File: config.mk
export PLATFORM = sky130hd
export DESIGN_NAME = multicycle_hazard_unit
export DESIGN_NICKNAME = d
export VERILOG_FILES = /design/src/rtl/hazard_pkg.sv /design/src/rtl/load_scoreboard.sv /design/src/rtl/multicycle_hazard_unit.sv
export SDC_FILE = /design/constraint.sdc
export NUM_CORES = 1
export LEC_CHECK = 0
export ABC_CLOCK_PERIOD_IN_PS = 5110
export BUFFER_PORTS_ARGS = -buffer_cell sky130_fd_sc_hd__buf_2
export CAP_MARGIN = 20
export CORE_ASPECT_RATIO = 0.7
export CORE_MARGIN = 5
export CORE_UTILIZATION = 45
export CTS_BUF_LIST = sky130_fd_sc_hd__clkbuf_8
export CTS_CLUSTER_SIZE = 40
export DETAILED_ROUTE_END_ITERATION = 7
export GPL_ROUTABILITY_DRIVEN = 1
export PLACE_DENSITY = 0.73
export SLEW_MARGIN = 20
export SYNTH_ARGS = -nofsm -noshare
export SYNTH_HDL_FRONTEND = slang
export SYNTH_SLANG_ARGS = --single-unit
File: constraint.sdc
create_clock -name clk -period 5.11 [get_ports clk]
set_clock_uncertainty 0.05 [all_clocks]
set_input_delay 0.7665 -clock clk [delete_from_list [all_inputs] [get_ports clk]]
set_output_delay 0.7665 -clock clk [all_outputs]
set_load 0.05 [all_outputs]
File: src/rtl/hazard_pkg.sv
// rtl/hazard_pkg.sv - shared constants and stall-reason encodings for the hazard unit
package hazard_pkg;

   // Default register index width for the 32-entry register file
   localparam int REG_ADDR_W_DEF = 5;

   // Why the front end is not advancing this cycle
   typedef enum logic [1:0] {
      REASON_NONE    = 2'd0,
      REASON_LOAD    = 2'd1,
      REASON_FLUSH   = 2'd2,
      REASON_MEMWAIT = 2'd3
   } reason_e;

endpackage

File: src/rtl/load_scoreboard.sv
// rtl/load_scoreboard.sv - in-flight load tracker with ID source match logic
//
// Ports:
//   clk, rst          clock, synchronous active-high reset (clears all entries)
//   advance           shift the chain this cycle (low while memory freezes the pipe)
//   ex_load, ex_rd    load currently in EX and its destination register
//   src_rs, use_rs    first ID source register and whether it is read
//   src_rt, use_rt    second ID source register and whether it is read
//   hit               some read source depends on a load whose data is not yet forwardable
module load_scoreboard #(
   parameter int REG_ADDR_W = 5,
   parameter int LOAD_LAT   = 1
) (
   input  logic                  clk,
   input  logic                  rst,
   input  logic                  advance,
   input  logic                  ex_load,
   input  logic [REG_ADDR_W-1:0] ex_rd,
   input  logic [REG_ADDR_W-1:0] src_rs,
   input  logic                  use_rs,
   input  logic [REG_ADDR_W-1:0] src_rt,
   input  logic                  use_rt,
   output logic                  hit
);

   function automatic logic src_match(input logic [REG_ADDR_W-1:0] src,
                                      input logic                  used,
                                      input logic [REG_ADDR_W-1:0] rd);
      return used && (src != '0) && (src == rd);
   endfunction

   // Loads to r0 never create a dependency, so they are not tracked at all
   logic ex_valid;
   logic ex_hit;
   logic chain_hit;

   assign ex_valid = ex_load && (ex_rd != '0);
   assign ex_hit   = ex_valid && (src_match(src_rs, use_rs, ex_rd) ||
                                  src_match(src_rt, use_rt, ex_rd));
   assign hit      = ex_hit || chain_hit;

   generate
      if (LOAD_LAT > 1) begin : g_chain
         localparam int N = LOAD_LAT - 1;

         // Entry k holds the load that sat in EX k+1 advancing cycles ago
         logic [N-1:0]          vld_q, vld_d;
         logic [REG_ADDR_W-1:0] rd_q [N];
         logic [REG_ADDR_W-1:0] rd_d [N];
         logic                  hit_c;

         always_comb begin
            vld_d = vld_q;
            rd_d  = rd_q;
            if (advance) begin
               vld_d[0] = ex_valid;
               rd_d[0]  = ex_rd;
               for (int k = 1; k < N; k++) begin
                  vld_d[k] = vld_q[k-1];
                  rd_d[k]  = rd_q[k-1];
               end
            end
         end

         always_ff @(posedge clk) begin
            if (rst) begin
               vld_q <= '0;
               for (int k = 0; k < N; k++) begin
                  rd_q[k] <= '0;
               end
            end else begin
               vld_q <= vld_d;
               for (int k = 0; k < N; k++) begin
                  rd_q[k] <= rd_d[k];
               end
            end
         end

         always_comb begin
            hit_c = 1'b0;
            for (int k = 0; k < N; k++) begin
               if (vld_q[k] && (src_match(src_rs, use_rs, rd_q[k]) ||
                                src_match(src_rt, use_rt, rd_q[k]))) begin
                  hit_c = 1'b1;
               end
            end
         end

         assign chain_hit = hit_c;
      end else begin : g_none
         // Single-cycle latency: only the EX load can ever be a hazard
         assign chain_hit = 1'b0;
      end
   endgenerate

endmodule

File: src/rtl/multicycle_hazard_unit.sv
// rtl/multicycle_hazard_unit.sv - N-cycle load-use and control hazard controller beside ID
//
// Ports:
//   clk, rst                  clock, synchronous active-high reset
//   Id_Rs, Id_Rt              ID-stage source registers
//   Id_UseRs, Id_UseRt        ID instruction actually reads Rs / Rt
//   Ex_Rt, Ex_MemRead         EX-stage destination and load flag
//   Ex_BranchTaken            branch/jump resolved taken in EX
//   Mem_Wait                  data memory busy, whole pipeline frozen
//   PCWrite, IF_ID_Write      front-end advance enables
//   Control_Unit_Sel          1 passes control into ID/EX, 0 injects a bubble
//   IF_ID_Flush               squash the wrong-path instruction in IF/ID
//   Stall_Reason              none / load-use / flush / mem-wait
//   Stall_Cnt, Flush_Cnt      saturating event counters
module multicycle_hazard_unit
   import hazard_pkg::*;
#(
   parameter int REG_ADDR_W = REG_ADDR_W_DEF,
   parameter int LOAD_LAT   = 1,
   parameter int CNT_W      = 16
) (
   input  logic                  clk,
   input  logic                  rst,
   input  logic [REG_ADDR_W-1:0] Id_Rs,
   input  logic [REG_ADDR_W-1:0] Id_Rt,
   input  logic                  Id_UseRs,
   input  logic                  Id_UseRt,
   input  logic [REG_ADDR_W-1:0] Ex_Rt,
   input  logic                  Ex_MemRead,
   input  logic                  Ex_BranchTaken,
   input  logic                  Mem_Wait,
   output logic                  PCWrite,
   output logic                  IF_ID_Write,
   output logic                  Control_Unit_Sel,
   output logic                  IF_ID_Flush,
   output logic [1:0]            Stall_Reason,
   output logic [CNT_W-1:0]      Stall_Cnt,
   output logic [CNT_W-1:0]      Flush_Cnt
);

   localparam logic [CNT_W-1:0] CNT_MAX = '1;

   logic       load_hit;
   reason_e    reason;
   logic [CNT_W-1:0] stall_cnt_q, stall_cnt_d;
   logic [CNT_W-1:0] flush_cnt_q, flush_cnt_d;

   // The scoreboard ages even on bubble/flush cycles; only a memory freeze holds it
   load_scoreboard #(
      .REG_ADDR_W (REG_ADDR_W),
      .LOAD_LAT   (LOAD_LAT)
   ) u_scoreboard (
      .clk     (clk),
      .rst     (rst),
      .advance (!Mem_Wait),
      .ex_load (Ex_MemRead),
      .ex_rd   (Ex_Rt),
      .src_rs  (Id_Rs),
      .use_rs  (Id_UseRs),
      .src_rt  (Id_Rt),
      .use_rt  (Id_UseRt),
      .hit     (load_hit)
   );

   // Freeze beats flush beats load-use: a taken branch makes the ID instruction
   // wrong-path, so any dependency it appears to have is irrelevant.
   always_comb begin
      PCWrite          = 1'b1;
      IF_ID_Write      = 1'b1;
      Control_Unit_Sel = 1'b1;
      IF_ID_Flush      = 1'b0;
      reason           = REASON_NONE;
      if (rst) begin
         PCWrite          = 1'b0;
         IF_ID_Write      = 1'b0;
         Control_Unit_Sel = 1'b0;
      end else if (Mem_Wait) begin
         PCWrite     = 1'b0;
         IF_ID_Write = 1'b0;
         reason      = REASON_MEMWAIT;
      end else if (Ex_BranchTaken) begin
         IF_ID_Flush      = 1'b1;
         Control_Unit_Sel = 1'b0;
         reason           = REASON_FLUSH;
      end else if (load_hit) begin
         PCWrite          = 1'b0;
         IF_ID_Write      = 1'b0;
         Control_Unit_Sel = 1'b0;
         reason           = REASON_LOAD;
      end
   end

   assign Stall_Reason = reason;

   always_comb begin
      stall_cnt_d = stall_cnt_q;
      flush_cnt_d = flush_cnt_q;
      if (reason == REASON_LOAD && stall_cnt_q != CNT_MAX) begin
         stall_cnt_d = stall_cnt_q + CNT_W'(1);
      end
      if (reason == REASON_FLUSH && flush_cnt_q != CNT_MAX) begin
         flush_cnt_d = flush_cnt_q + CNT_W'(1);
      end
   end

   always_ff @(posedge clk) begin
      if (rst) begin
         stall_cnt_q <= '0;
         flush_cnt_q <= '0;
      end else begin
         stall_cnt_q <= stall_cnt_d;
         flush_cnt_q <= flush_cnt_d;
      end
   end

   assign Stall_Cnt = stall_cnt_q;
   assign Flush_Cnt = flush_cnt_q;

endmodule

# Yosys cells after proc, flatten, opt, wreduce, memory -nomap -nowiden
# Cells that the tools add are included.
word_totals:
  regBits: 32
  latchBits: 0
  mem_bits_rw: 0
  rom_bits: 0
  inputBits: 22
  wordCells: 36
  mem_count: 0
classes:
  addsub: 2
  n_mul: 0
  div_mod_pow: 0
  order_cmp: 0
  n_eq_ne: 6
  shift: 0
  n_mux: 14
  bitwise_logic: 0
  n_reduce_logical: 12
ops:
  columns: ["op", "n"]
  rows:
  - ["$add A16 B1 Y16 const B", 2]
  - ["$ne A16 B16 Y1 const B", 2]
  - ["$reduce_bool A5 Y1", 3]
  - ["$mux W1", 11]
  - ["$eq A5 B5 Y1", 2]
  - ["$logic_and A1 B1 Y1", 8]
  - ["$mux W2", 3]
  - ["$eq A2 B1 Y1 const B", 1]
  - ["$eq A2 B2 Y1 const B", 1]
  - ["$logic_or A1 B1 Y1", 1]

# Longest topological paths before layout
# Gate-level depths: netlist (run 1).
logic_depth:
  ltp_word: 11
  depth_mapped: 9
  depth_no_buf: 7

# Hierarchy
# A second synthesis (run 1) with hierarchy kept.
hier_totals:
  hier_cells: 213
  area_unflattened_um2: 1778.0
modules_own_cells:
  columns: ["module", "n_inst", "cells_each", "area_each_um2", "seq_area_each_um2"]
  rows:
  - ["multicycle_hazard_unit", 1, 192, 1627.8, 640.6]
  - ["load_scoreboard", 1, 21, 150.1, 0.0]

# Least setup slack after synthesis (run 1)
# Ideal clock, no wire load.
synth_timing:
  path_kind: "input port to output port"
  startpoint: "in Ex_Rt[0]"
  endpoint: "out PCWrite"
  arrival_time_ns: 3.405
  required_ns: 4.293
  path_slack_ns: 0.888
  path_stages: 7
  n_path_buf: 1
  path_cell_list: "or4_4 o21ai_2 nor3_2 or2_1 nor2b_1 nor3_1 buf_4"
synth_between:
  elab_chain_cells: 8
synth_lines:
  columns: ["element", "line_no", "rtl"]
  rows:
  - ["start, declared", "multicycle_hazard_unit.sv:28", "input logic [REG_ADDR_W-1:0] Ex_Rt,"]
  - ["$eq A5 B5 Y1", "load_scoreboard.sv:29", "return used && (src != '0) && (src == rd);"]
  - ["$logic_and A1 B1 Y1", "load_scoreboard.sv:29", null]
  - ["$logic_or A1 B1 Y1", "load_scoreboard.sv:38", "assign ex_hit = ex_valid && (src_match(src_rs, use_rs, ex_rd) ||"]
  - ["$logic_and A1 B1 Y1 *", "load_scoreboard.sv:38", null]
  - ["$mux W1 * (4 in a row)", null, null]
  - ["end, declared", "multicycle_hazard_unit.sv:32", "output logic PCWrite,"]
# Every way passes the cells marked *; elsewhere a longest branch is shown, timed or not.

# Final worst setup path (run 1)
layout_timing:
  startpoint: "in Ex_Rt[0]"
  endpoint: "out PCWrite"
layout_between:
  elab_chain_cells: 8
layout_lines:
  columns: ["element", "line_no", "rtl"]
  rows:
  - ["$eq A5 B5 Y1", "load_scoreboard.sv:29", null]
  - ["$logic_and A1 B1 Y1", "load_scoreboard.sv:29", null]
  - ["$logic_or A1 B1 Y1", "load_scoreboard.sv:38", null]
  - ["$logic_and A1 B1 Y1 *", "load_scoreboard.sv:38", null]
  - ["$mux W1 *", "multicycle_hazard_unit.sv:85", "end else if (load_hit) begin"]
  - ["$mux W1 *", "multicycle_hazard_unit.sv:81", "end else if (Ex_BranchTaken) begin"]
  - ["$mux W1 *", "multicycle_hazard_unit.sv:77", "end else if (Mem_Wait) begin"]
  - ["$mux W1 *", "multicycle_hazard_unit.sv:73", "if (rst) begin"]
# Marks and branches as above.

==> key figures, run 1 <==
Run status
  • Outcome: finished, final reports clean

Flow run
  • Max cap viols: 0

Finish
  • Layout area overhead: 23.8%
  • Most common cell after layout, fill and taps aside: buf_2
  • NumNets Final: 287
  • N_diodes: 0
  • Design Area, Final: 2180 µm²
  • Layout cell share with drive strength beyond 1: 29.2%
  • Commonest non-fill, non-tap cells in the layout: buf_2 (59), dfxtp_1 (32), nor2_1 (29), nand3_1 (15), a21oi_1 (14)

GRT
  • Initial antenna violation count: 0
  • Grt ovf: 0
  • Largest net degree at the start of global routing: 40
  • Total GRT Usage: 16.2%
  • Vias in the first global route: 1,552
  • First-pass GRT wire length: 7.17 mm

Floorplanning
  • I/O pin cnt: 60
  • Die Wd: 84.8 µm
  • Rows: 19
  • CORE AREA: 3850 µm²
  • Initial Util: 45.8%
  • Area of the die: 5290 µm²
  • Die Height: 62.4 µm

Yosys
  • Synth top area share: 36.3%
  • Syn Inst Count: 205
  • Synthesized Nets: 229
  • Fraction of registers with async set/reset: 0%
  • Syn avg cell area: 8.61 µm²
  • Synth area leader: dfxtp_1
  • Synth area leaders: dfxtp_1 (36%), xnor2_1 (6.5%), nor2_1 (6.2%)
  • Post-Syn Area: 1760 µm²
  • Main synth FF type: dfxtp_1
  • Synth cell types: 40
  • Flop and latch count out of synthesis: 32
  • EDFF count, synth: 0
  • Register area share after synthesis: 36.3%
  • Ys Warns: 0

Routing
  • Vias per inst: 5.29
  • DR vias: 1,671
  • Post-Route WL: 4.00 mm
  • Wire length per cell: 12.7 µm
  • Remaining antenna violation count: 0
  • TritonRoute pass-1 iters: 4
  • Initial DRC Count: 74
  • # DRC: 0

STA
  • RSZ-0062 raised after global routing: false
  • Pins over their slew limit: 0
  • Setup violations, final: 0
  • Setup TNS: 0 ns
  • Slew headroom: 43.1%
  • Fin crit period: 3.40 ns
  • Peak Freq: 0.295 GHz
  • Fin crit share: 66.4%
  • Count of final hold-check violations: 0
  • Worst-Margin Slew: 0.846 ns

Power and ir drop
  • VDD IR max: 0.123 mV
  • LEAKAGE: 0.000877 µW
  • Power per cell area: 249 nW/µm²

CTS
  • Clock buffer count from CTS: 5
  • CTS sink count: 32
  • CTS Buffer Depth: 2
  • CTS tree: done
  • Root buf cell: clkbuf_8
  • H-tree depth: 2
  • Post-CTS Setup Inserts: 0
  • # hold bufs at CTS: 0
  • Worst skew pair latency: 0.28 ns
  • Gates resized, CTS repair: 0
  • Reg clk slew, reported paths: 0.08 ns

Place
  • I/O Buffers: 59
  • DP Area: 2070 µm²
  • Global placement routability congestion: 0.751
  • Hpwl dp: 2.93 mm

Critical path
  • Startpoint Class: input pin
  • Worst Setup End Kind: output port
  • Arrival time worst endpoint: 2.58 ns
  • Critical Path RT: 4.29 ns
  • Setup CP Type: input pin to output port
  • Crit Path Max Fanout: 4

Hold path
  • Hold Path Class: flip-flop to flip-flop
==> Yosys cell counts, drive strengths merged, types with 2 or more instances <==
cell,number
a21oi,14
inv,4
nor2b,4
o21ba,2
clkbuf,4
xor2,12
ha,2
xnor2,13
dfxtp,32
or3,3
nor4,5
nand4,11
nand3,15
o21ai,7
nor3,3
o31ai,9
nand2,13
buf,4
nor2,29
or4,10
==> worst paths after layout <==
| kind | endpoint | slack, ns | cells after the start | start |
|---|---|---|---|---|
| setup / recovery | PCWrite | 1.71 | 8 | Ex_Rt[0] |
| hold / removal | Stall_Cnt[11] | 0.46 | 2 | Stall_Cnt[11] |
| setup reg to reg | Stall_Cnt[15] | 2.66 | 7 | Stall_Cnt[0] |
| hold reg to reg | Stall_Cnt[11] | 0.46 | 2 | Stall_Cnt[11] |
==> stage by stage <==
stage / hold slack [ns] / setup slack [ns] / total power (µW) / cells / util, %
6_report: 0.457 / 1.71 / 543 / 316 / 56.7
5_1_grt: 0.494 / 1.58 / 568 / 316 / 56.7
4_1_cts: 0.460 / 1.71 / 550 / 316 / 56.7
3_5_place_dp: 0.448 / 1.72 / 306 / 308 / 53.8
3_3_place_gp: 0.438 / 1.73 / 306 / 308 / 53.8
2_1_floorplan: 0.666 / 0.888 / 289 / 205 / -
==> per-layer routing <==
layer / routed length, µm / share of wire, % / up-vias / track usage, %
met5: 0 / 0 / - / 0
met4: 38 / 0.95 / 0 / 5.34
met3: 229 / 5.7 / 5 / 4.08
met2: 1670 / 42 / 40 / 23.8
met1: 2070 / 52 / 764 / 22.9
li1: - / - / 862 / -
==> worst max-delay path: stages <==
cell	delay [ns]
buf_2	0.12
or4_4	0.52
o21ai_2	0.17
nor3_2	0.09
or2_1	0.27
nor2b_1	0.16
nor3_1	0.17
buf_2	0.30
==> report_power, final <==
group          switching, µW  leakage [µW]  internal, µW
combinational           31.3      0.000565          18.0
sequential             0.707      0.000258           250
clock                   98.9     0.0000541           144
total                    131      0.000877           412
==> kinds of logic (layout without fill, tap and decap cells) <==
logic type | after synthesis | in the layout | synth area share (%)
flip-flops | 32 | 32 | 36.3
XOR/XNOR | 25 | 25 | 12.4
AND/OR/NAND/NOR | 98 | 98 | 30.9
multiplexers | 2 | 2 | 1.21
buffers and inverters | 12 | 71 | 3.83
adder cells (fa/ha/maj) | 2 | 2 | 1.42
AO/OA/AOI/OAI | 34 | 34 | 13.9
==> flip-flops by register name, summed over array words and instances, names as in the netlist <==
register	count
Flush_Cnt	16
Stall_Cnt	16
==> final cells by class <==
type / instances / area [µm²]
well taps: 52 / 65.1
flip-flops and latches: 32 / 641
clock inverters: 3 / 42.5
inverters: 4 / 15.0
repair buffers: 59 / 295
clock buffers: 5 / 68.8
fillers: 392 / 1670
multi-input cells: 161 / 1060
(Power assumes the default switching activity.)
==> inputs of run 2 (changes only) <==
--- a/config.mk
+++ b/config.mk
@@ -5,7 +5,7 @@
 export SDC_FILE = /design/constraint.sdc
 export NUM_CORES = 1
 export LEC_CHECK = 0
-export ABC_CLOCK_PERIOD_IN_PS = 5110
+export ABC_CLOCK_PERIOD_IN_PS = 2800
 export BUFFER_PORTS_ARGS = -buffer_cell sky130_fd_sc_hd__buf_2
 export CAP_MARGIN = 20
 export CORE_ASPECT_RATIO = 0.7
@@ -15,7 +15,7 @@
 export CTS_CLUSTER_SIZE = 40
 export DETAILED_ROUTE_END_ITERATION = 7
 export GPL_ROUTABILITY_DRIVEN = 1
-export PLACE_DENSITY = 0.73
+export PLACE_DENSITY = 0.76
 export SLEW_MARGIN = 20
 export SYNTH_ARGS = -nofsm -noshare
 export SYNTH_HDL_FRONTEND = slang
==> constraint.sdc (replaced) <==
create_clock -name clk -period 2.8 [get_ports clk]
set_clock_uncertainty 0.05 [all_clocks]
set_input_delay 0.42 -clock clk [delete_from_list [all_inputs] [get_ports clk]]
set_output_delay 0.42 -clock clk [all_outputs]
set_load 0.05 [all_outputs]
==> key figures, run 2 (same netlist as run 1, synthesis figures left out) <==
Place
  • Setup WS pre-CTS: 0.0961 ns (was 1.72 ns)
  • Global placement routability congestion: 0.785 (was 0.751)
  • I/O Buffers: 59 (unchanged)
  • Hpwl dp: 2.97 mm (was 2.93 mm)

STA
  • Fin crit period: 2.70 ns
  • Pins over their slew limit: 0 (unchanged)
  • Setup TNS: 0 ns (unchanged)
  • Fin crit share: 96.5%
  • Worst-Margin Slew: 0.596 ns (was 0.846 ns)
  • Peak Freq: 0.370 GHz
  • Worst setup margin: 0.0990 ns (was 1.71 ns)
  • Setup violations, final: 0 (unchanged)
  • RSZ-0062 raised after global routing: false (unchanged)
  • Count of final hold-check violations: 0 (unchanged)
  • Slew headroom: 59.9% (was 43.1%)

Finish
  • Most common cell after layout, fill and taps aside: buf_2 (unchanged)
  • N_diodes: 0 (unchanged)
  • NumNets Final: 292 (was 287)
  • Multi-input gate area: 1080 µm² (was 1060 µm²)
  • Reg area: 641 µm² (unchanged)
  • Layout area overhead: 27.4% (was 23.8%)
  • Commonest non-fill, non-tap cells in the layout: buf_2 (59), dfxtp_1 (32), nor2_1 (29), nand3_1 (15), a21oi_1 (14) (unchanged)
  • Fillers: 383 (was 392)
  • Layout cell share with drive strength beyond 1: 31.2% (was 29.2%)

Routing
  • Initial DRC Count: 90 (was 74)
  • TritonRoute pass-1 iters: 4 (unchanged)
  • DR vias: 1,672 (was 1,671)
  • Vias per inst: 5.21 (was 5.29)
  • # DRC: 0 (unchanged)
  • Remaining antenna violation count: 0 (unchanged)
  • Wire length per cell: 12.6 µm (was 12.7 µm)
  • Post-Route WL: 4.05 mm (was 4.00 mm)

CTS
  • Gates resized, CTS repair: 0 (unchanged)
  • CTS tree: done (unchanged)
  • CTS Buffer Depth: 2 (unchanged)
  • Root buf cell: clkbuf_8 (unchanged)
  • Worst skew pair latency: 0.28 ns (about the same)
  • Post-CTS Setup Inserts: 0 (unchanged)
  • Clock buffer count from CTS: 5 (unchanged)
  • H-tree depth: 2 (unchanged)
  • # hold bufs at CTS: 0 (unchanged)
  • Reg clk slew, reported paths: 0.07 ns (was 0.08 ns)
  • CTS sink count: 32 (unchanged)

Critical path
  • Startpoint Class: input pin (unchanged)
  • Bufs and invs on worst path: 2 (unchanged)
  • CP startpoint: Ex_Rt[0] (unchanged)
  • Setup CP Type: input pin to output port (unchanged)
  • Slowest CP cell: or4_4 (unchanged)
  • Worst Setup End Kind: output port (unchanged)
  • CP top delay family: simple AND/OR/NAND/NOR gates (unchanged)
  • Crit Path Max Fanout: 4 (unchanged)
  • Crit-path cells: buf_2 > or4_4 > o21ai_4 > nor4_2 > or2_1 > nor2b_4 > nor3_4 > buf_2 (was buf_2 > or4_4 > o21ai_2 > nor3_2 > or2_1 > nor2b_1 > nor3_1 > buf_2)
  • Most frequent cell on the critical path: buf_2 (unchanged)
  • Critical Path RT: 2.33 ns (was 4.29 ns)
  • Arrival time worst endpoint: 2.23 ns (was 2.58 ns)
  • Critical R2R Launch: Stall_Cnt[0] (unchanged)
  • Worst path max stage delay: 0.54 ns (was 0.52 ns)

Floorplanning
  • Die Height: 62.4 µm (unchanged)
  • Rows: 19 (unchanged)
  • I/O pin cnt: 60 (unchanged)
  • Die Wd: 84.8 µm (unchanged)
  • Area of the die: 5290 µm² (unchanged)
  • CORE AREA: 3850 µm² (unchanged)
  • Initial Util: 45.8% (unchanged)

GRT
  • Initial antenna violation count: 0 (unchanged)
  • First-pass GRT wire length: 6.91 mm (was 7.17 mm)
  • Grt ovf: 0 (unchanged)
  • Total GRT Usage: 15.3% (was 16.2%)
  • Largest net degree at the start of global routing: 38 (was 40)
  • Vias in the first global route: 1,501 (was 1,552)

Hold path
  • Hold Path Class: flip-flop to flip-flop (unchanged)
  • Hold_sp: Stall_Cnt[11] (unchanged)

Power and ir drop
  • Power per cell area: 440 nW/µm² (was 249 nW/µm²)
  • VDD IR max: 0.267 mV (was 0.123 mV)
  • LEAKAGE: 0.000903 µW (was 0.000877 µW)

Flow run
  • Max cap viols: 0 (unchanged)

Run status
  • Outcome: finished, final reports clean (unchanged)
## run 2: final timing paths
path / to / slack, ns / cells past startpoint
worst max-delay path: IF_ID_Write / 0.1 / 8
worst min-delay path: Stall_Cnt[11] / 0.45 / 2
worst max register to register: Stall_Cnt[13] / 0.42 / 8
worst min register to register: Stall_Cnt[11] / 0.45 / 2
## run 2: final cells by class
| class | count | area share [%] |
|---|---|---|
| Clock buffer | 5 | 3.06 |
| Clock inverter | 3 | 1.89 |
| Inverter | 4 | 0.668 |
| Multi-Input combinational cell | 161 | 48.2 |
| Sequential cell | 32 | 28.5 |
| Tap cell | 52 | 2.90 |
| Timing Repair Buffer | 64 | 14.8 |
## run 2: per-stage QoR
| stage | hold slack, ns | power, µW | instance area [µm²] | util (%) | instances |
|---|---|---|---|---|---|
| finish | 0.451 | 989 | 2250 | 58.3 | 321 |
| global route | 0.493 | 1030 | 2250 | 58.3 | 321 |
| CTS | 0.454 | 1000 | 2250 | 58.3 | 321 |
| detailed placement | 0.440 | 563 | 2140 | 55.5 | 313 |
| global placement | 0.435 | 561 | 2140 | 55.5 | 313 |
| floorplan | 0.626 | 529 | 1790 | - | 205 |
## run 2: metal layers
layer / GRT usage [%] / part of all wire (%) / vias up
met4: 3.56 / 0.69 / 0
met2: 22.8 / 42 / 46
met1: 22.2 / 51 / 759
met5: 0 / 0 / -
met3: 3.82 / 5.9 / 2
li1: - / - / 865
## run 2: worst min-delay path: stages, from the launching register on
cell,delay (ns)
dfxtp_1,0.33
o31ai_1,0.07
a21oi_1,0.06
## run 2: power by group
part	internal, µW	total (µW)	switching (µW)	leakage, µW
combinational	35.0	94.0	59.0	0.000591
clock	263	438	175	0.0000541
sequential	456	457	1.44	0.000258
